[src/rtl/fifo_rblock_if.sv]
// fifo_rblock_if: consumer-side output handshake of the FIFO read block.
// dout/dvalid flow to the consumer, dready flows back.
interface fifo_rblock_if;
  logic [7:0] dout;
  logic       dvalid;
  logic       dready;

  modport master (
    output dout,
    output dvalid,
    input  dready
  );

  modport slave (
    input  dout,
    input  dvalid,
    output dready
  );
endinterface

[src/rtl/fifo_rblock.sv]
// fifo_rblock: read-side control of the async FIFO (rclk domain).
// Syncs the write pointer, tracks empty/count, feeds a 1-entry FWFT stage.
module fifo_rblock #(
  parameter int ADDR_W = 23
) (
  input  logic              rclk,
  input  logic              rrst,
  input  logic [ADDR_W:0]   wptr_gray,
  input  logic [7:0]        mem_rdata,
  output logic [ADDR_W-1:0] raddr,
  output logic [ADDR_W:0]   rptr_gray,
  output logic              rempty,
  output logic [ADDR_W:0]   rcount,
  fifo_rblock_if.master     rd
);

  localparam int PW = ADDR_W + 1;

  function automatic logic [PW-1:0] gray2bin(input logic [PW-1:0] g);
    logic [PW-1:0] b;
    b[PW-1] = g[PW-1];
    for (int i = PW - 2; i >= 0; i--) begin
      b[i] = b[i+1] ^ g[i];
    end
    return b;
  endfunction

  function automatic logic [PW-1:0] bin2gray(input logic [PW-1:0] b);
    return b ^ (b >> 1);
  endfunction

  logic [PW-1:0] wq1_q, wq2_q;
  logic [PW-1:0] rbin_q, rbin_d;
  logic [PW-1:0] rgray_q, rgray_d;
  logic          rempty_q, rempty_d;
  logic [7:0]    dout_q, dout_d;
  logic          dvalid_q, dvalid_d;
  logic [PW-1:0] wbin_s;
  logic          pop;

  // Two-flop synchronizer for the Gray write pointer.
  always_ff @(posedge rclk) begin
    if (rrst) begin
      wq1_q <= '0;
      wq2_q <= '0;
    end else begin
      wq1_q <= wptr_gray;
      wq2_q <= wq1_q;
    end
  end

  // Pop whenever memory has a word and the output slot is free or draining.
  always_comb begin
    pop      = ~rempty_q & (~dvalid_q | rd.dready);
    rbin_d   = rbin_q;
    dout_d   = dout_q;
    dvalid_d = dvalid_q;
    if (pop) begin
      rbin_d   = rbin_q + PW'(1);
      dout_d   = mem_rdata;
      dvalid_d = 1'b1;
    end else if (dvalid_q & rd.dready) begin
      dvalid_d = 1'b0;
    end
    rgray_d  = bin2gray(rbin_d);
    rempty_d = (rgray_d == wq2_q);
  end

  // Read pointer, empty flag and output stage registers.
  always_ff @(posedge rclk) begin
    if (rrst) begin
      rbin_q   <= '0;
      rgray_q  <= '0;
      rempty_q <= 1'b1;
      dout_q   <= 8'h00;
      dvalid_q <= 1'b0;
    end else begin
      rbin_q   <= rbin_d;
      rgray_q  <= rgray_d;
      rempty_q <= rempty_d;
      dout_q   <= dout_d;
      dvalid_q <= dvalid_d;
    end
  end

  // Occupancy as seen through the synchronizer; modulo pointer width.
  always_comb begin
    wbin_s = gray2bin(wq2_q);
    rcount = wbin_s - rbin_q;
  end

  assign raddr     = rbin_q[ADDR_W-1:0];
  assign rptr_gray = rgray_q;
  assign rempty    = rempty_q;
  assign rd.dout   = dout_q;
  assign rd.dvalid = dvalid_q;

endmodule
[src/flat_wrapper.sv]
// flat-port wrapper written by rule: the top's interface ports become plain ports
module fifo_rblock_flat 
#(
  parameter int ADDR_W = 23
)
  (rclk, rrst, wptr_gray, mem_rdata, raddr, rptr_gray, rempty, rcount, rd_dout, rd_dvalid, rd_dready);
  fifo_rblock_if rd_i ();
  input  logic rclk;
  input  logic rrst;
  input  logic [ADDR_W:0] wptr_gray;
  input  logic [7:0] mem_rdata;
  output logic [ADDR_W-1:0] raddr;
  output logic [ADDR_W:0] rptr_gray;
  output logic rempty;
  output logic [ADDR_W:0] rcount;
  output wire logic [$bits(rd_i.dout)-1:0] rd_dout;
  output wire logic [$bits(rd_i.dvalid)-1:0] rd_dvalid;
  input wire logic [$bits(rd_i.dready)-1:0] rd_dready;
  assign rd_dout = rd_i.dout;
  assign rd_dvalid = rd_i.dvalid;
  assign rd_i.dready = rd_dready;
  fifo_rblock #(.ADDR_W(ADDR_W)) u_core (.rclk(rclk), .rrst(rrst), .wptr_gray(wptr_gray), .mem_rdata(mem_rdata), .raddr(raddr), .rptr_gray(rptr_gray), .rempty(rempty), .rcount(rcount), .rd(rd_i));
endmodule
[config.mk]
export PLATFORM = sky130hd
export DESIGN_NAME = fifo_rblock_flat
export DESIGN_NICKNAME = d
export VERILOG_FILES = /design/src/rtl/fifo_rblock_if.sv /design/src/rtl/fifo_rblock.sv /design/src/flat_wrapper.sv
export SDC_FILE = /design/constraint.sdc
export NUM_CORES = 1
export LEC_CHECK = 0
export ABC_AREA = 0
export CAP_MARGIN = 20
export CORE_ASPECT_RATIO = 0.8
export CORE_MARGIN = 2
export CORE_UTILIZATION = 55
export CTS_CLUSTER_SIZE = 10
export DETAILED_ROUTE_END_ITERATION = 10
export PLACE_DENSITY = 0.86
export SETUP_SLACK_MARGIN = 0.4
export SLEW_MARGIN = 10
export SYNTH_ARGS = -nofsm -noshare
export SYNTH_HDL_FRONTEND = slang
export SYNTH_SLANG_ARGS = --single-unit
export TNS_END_PERCENT = 20
[constraint.sdc]
create_clock -name rclk -period 21.5 [get_ports rclk]
set_input_delay 2.15 -clock rclk [delete_from_list [all_inputs] [get_ports rclk]]
set_output_delay 2.15 -clock rclk [all_outputs]
set_load 0.02 [all_outputs]
# Word level (Yosys, flattened, before mapping)
# Cells that the tools add are included.
# word_totals
regBits,106
latch_bits,0
rom_bits,0
mem_bits_rw,0
output_inout_bits,81
mem_count,0
wordCells,43
# classes
add_sub_neg,2
n_eq_ne,1
mux,3
n_shift,0
multipliers,0
order_cmp,0
n_div,0
n_reduce_logical,1
n_bitwise,29
# ops
operator,count
"adder 24 x 1 -> 24 bit, second input constant",1
equality test 24 bit,1
two-way mux 24 bit,1
subtractor 24 bit,1
bitwise XOR 24 x 23 -> 24 bit,1
bitwise XOR 1 bit,23
bitwise AND 1 bit,2
two-way mux 1 bit,2
inverter 1 bit,2
nonzero test 2 bit,1
OR 1 bit,1

# Depth between registers and ports, before layout
# logic_depth
word_depth,24
ltp_mapped,34

# Worst setup path before layout
# OpenSTA, ideal clock, no wires.
# synth_timing
kind,flip-flop to output port
from,register u_core.wq2_q[23]
to,output port rcount[22]
arrival_time_ns,7.460
path_buffers,1
stages_incl_launch_ff,34
setup_slack_ns,11.890
required_time_ns,19.350
cell_sequence,dfxtp_1 buf_6 xor3_2 xor3_2 xnor3_2 xor3_2 xnor3_2 xor3_2 xor2_2 xor3_2 xnor3_2 xor2_2 xor2_2 xor2_2 xnor2_2 xor2_2 xnor2_1 ha_1 inv_1 fa_1 a21o_1 a21oi_1 o21ai_0 a21oi_1 o21ai_0 a21oi_1 o21ai_0 a21oi_1 o21bai_1 a21oi_1 o21ai_0 a41o_1 o41ai_1 o311ai_0
# synth_between
elab_chain_cells,24
# synth_rtl
item,line_no,text
start: declaration,fifo_rblock.sv:32,"logic [PW-1:0] wq1_q, wq2_q;"
start signal: assignment,fifo_rblock.sv:48,wq2_q <= wq1_q;
bitwise XOR 1 bit (*),fifo_rblock.sv:23,b[i] = b[i+1] ^ g[i];
bitwise XOR 1 bit (22 in series),fifo_rblock.sv:23,
subtractor 24 bit (*),fifo_rblock.sv:89,rcount = wbin_s - rbin_q;
end: declaration,flat_wrapper.sv:15,output logic [ADDR_W:0] rcount;
# Mark *: on every way between the ends. The rest lies on a longest branch, timed or not.

# Final worst setup path
# Same ends and word-level chain as after synthesis.

==> impl_metrics.yaml <==
grt:
  grt-ovfl-total: 0
  grt_pass1_wl_um: 19800
  grt_max_degree: 106
  grt_usage_pct: 23.7
  antenna_found_initial: 0
  grt_pass1_vias: 4095
finish:
  area.sequential_mm2: 0.00210
  final_core_util_pct: 72.0
  n_antenna_cell: 0
  instances_no_fill: 820
  multiInputGateArea_mm2: 0.00298
  fillers: 700
  syn_to_final_growth_pct: 29.2
  final_nets: 757
  drive_above_1_share_pct: 4.71
floorplanning:
  rows: 32
  start_util_pct: 55.8
  fp.dieW_um: 114
  die_y_um: 91.9
  dieArea_mm2: 0.0105
  io_pins: 116
  core_mm2: 0.00953
synth:
  ys_seq_area_share_pct: 39.6
  synthArstFlopShare_pct: 0
  synth-edff-count: 0
  synth_seq_cells: 105
  yosysMostFrequentCell: "dfxtp_1"
  synth_commonest_cells: "105 x dfxtp_1, 73 x xnor2_1, 71 x nor2_1"
  yosys.cell_types.count: 46
  synth_cells: 588
  synth_top_cell_area_share_pct: 39.6
  synth_area_leader_cell: "dfxtp_1"
  ys.flop_type: "dfxtp_1"
  synthesis.area_mm2: 0.00531
  synth.area.top_cells: "dfxtp_1 40%, xnor2_1 12%, nor2b_1 5.9%"
  avgSynthCellArea_um2: 9.04
  synth_warnings: 0
  syn-num-nets: 648
place:
  port_buffers: 115
  gp_congestion: 0.922
  dp_slack_ns: 10.53
  hpwl_um: 9370
  placed_cells: 805
routing:
  routed_via_density: 5.20
  wire_per_inst_um: 14.7
  ant_nets: 0
  drc_errors: 0
  first_pass_iters: 5
  via_count: 4264
  wl_um: 12000
  drt_iter0_drc: 333
power:
  power_density_mw_per_mm2: 113
  ir_worst_vdd_uv: 89.7
  power.internal_w: 0.000491
  power_frac_seq_pct: 26.4
  p_sw_w: 0.000287
  pwr-share-comb_pct: 51.1
  p_clk_share_pct: 22.5
  swShare_pct: 36.9
  total_leakage_power_nw: 2.67
clocking:
  cts_buffer_depth: 2
  cts_setup_buffers: 0
  cts_resized: 0
  insertion_delay_ns: 0.34
  cts_buffers: 9
  clkSlewWorstSetupHoldPaths_ns: 0.07
  tritoncts: "yes"
  clockRootBuffer: "clkbuf_16"
  clock-sinks: 105
  cts-htree-levels: 3
  hold_buffers: 0
timing:
  hold_violations: 0
  max_freq_mhz: 87.8
  worst_pin_slew_ns: 0.972
  rsz0062_at_grt: "no"
  relSlewSlack_pct: 35.2
  slew_viol_final: 0
  post-route-period-util_pct: 53.0
  setup_viol: 0
  setup_slack_ns: 10.11
  finalSetupTns_ns: 0
  fin_crit_ns: 11.39
  skew_ns: 0.00535
  hold_ws_ns: 0.432
critical_path:
  worstPathArrival_ns: 9.24
  crit_path_start_kind: "register"
  path_delay_family: "XOR/XNOR gates"
  cp_data_required_time_ns: 19.35
  rr_startpoint: "u_core.rbin_q[0]$_SDFF_PP0_"
  path_buf_inv: 2
  cp-end-kind: "output port"
  path_class: "reg -> out"
  max_stage_delay_ns: 0.68
  cp-startpoint: "u_core.wq2_q[23]$_SDFF_PP0_"
  critPathSlowestCell: "clkdlybuf4s50_1"
  crit_fanout: 4
job:
  cap_violations: 0
hold_path:
  hold_path_class: "reg -> reg"
  hp-start: "u_core.wq1_q[5]$_SDFF_PP0_"
outcome:
  status: "completed"
cells in the final DEF (no fill, tap or decap), types with 2 or more instances in the layout:
| cell type | n |
|---|---|
| a211oi_1 | 3 |
| a21boi_0 | 4 |
| a21o_1 | 2 |
| a21oi_1 | 30 |
| a41o_1 | 2 |
| and3_1 | 7 |
| and4_1 | 3 |
| buf_4 | 2 |
| bufinv_16 | 2 |
| clkbuf_16 | 9 |
| clkdlybuf4s50_1 | 114 |
| dfxtp_1 | 105 |
| ha_1 | 24 |
| inv_1 | 41 |
| nand2_1 | 38 |
| nand2b_1 | 6 |
| nand3_1 | 14 |
| nand4_1 | 6 |
| nor2_1 | 71 |
| nor2b_1 | 50 |
| nor3_1 | 9 |
| nor4_1 | 2 |
| o21a_1 | 4 |
| o21ai_0 | 14 |
| o21bai_1 | 2 |
| o22ai_1 | 2 |
| or3_1 | 5 |
| xnor2_1 | 73 |
| xnor3_2 | 3 |
| xor2_1 | 25 |
| xor2_2 | 5 |
| xor3_2 | 5 |
registers in the layout (all words and copies together) (netlist names):
signal            flops
u_core.rbin_q        23
u_core.rptr_gray     24
u_core.rempty         1
u_core.wq1_q         24
u_core.rd.dout        8
u_core.wq2_q         24
u_core.rd.dvalid      1
metrics by stage:
step	power, W	instance area, um^2
final	0.000778	6860
after global routing	0.000818	6860
after CTS	0.000777	6860
after detailed placement	0.000602	6540
after global placement	0.000590	6540
after floorplan	0.000454	5310
power by group through the flow:
stage / Combinational, W / Clock [W] / Sequential [W]
floorplan: 0.000243 / 0 / 0.000211
global placement: 0.000381 / 0 / 0.000209
detailed placement: 0.000393 / 0 / 0.000210
CTS: 0.000396 / 0.000176 / 0.000205
global route: 0.000426 / 0.000186 / 0.000206
finish: 0.000398 / 0.000175 / 0.000205
path summary, 6_finish.rpt:
check / to / slack (ns) / depth (start not counted)
worst min-delay path: u_core.wq2_q[5]$_SDFF_PP0_ / 0.43 / 1
worst max register to register: u_core.rempty$_SDFF_PP1_ / 17.76 / 11
worst max-delay path: rcount[22] / 10.11 / 34
worst min register to register: u_core.wq2_q[5]$_SDFF_PP0_ / 0.43 / 1
layout make-up:
type / count / area share [%]
sequential: 105 / 30.6
multi-input combinational: 424 / 43.5
clock inverter: 4 / 1.11
clock buffer: 11 / 3.54
tap: 119 / 2.17
inverter: 41 / 2.24
timing repair buffer: 116 / 16.8
metal layers:
metal	part of all wire, %	vias to the layer above	global-route usage [%]
li1	-	2139	-
met1	47	1944	33.4
met2	45	164	38.0
met3	6.7	17	3.90
met4	1.4	0	6.20
met5	0	-	0
cells by family after synthesis:
group / after synthesis / synth area share, %
compound gates: 73 / 8.43
xor+xnor: 112 / 21.7
fa+ha+maj: 25 / 6.03
buf+inv: 59 / 4.31
flops: 105 / 39.6
mux: 1 / 0.424
simple gates: 213 / 19.5
No activity file was read; power rests on OpenSTA's default activity.
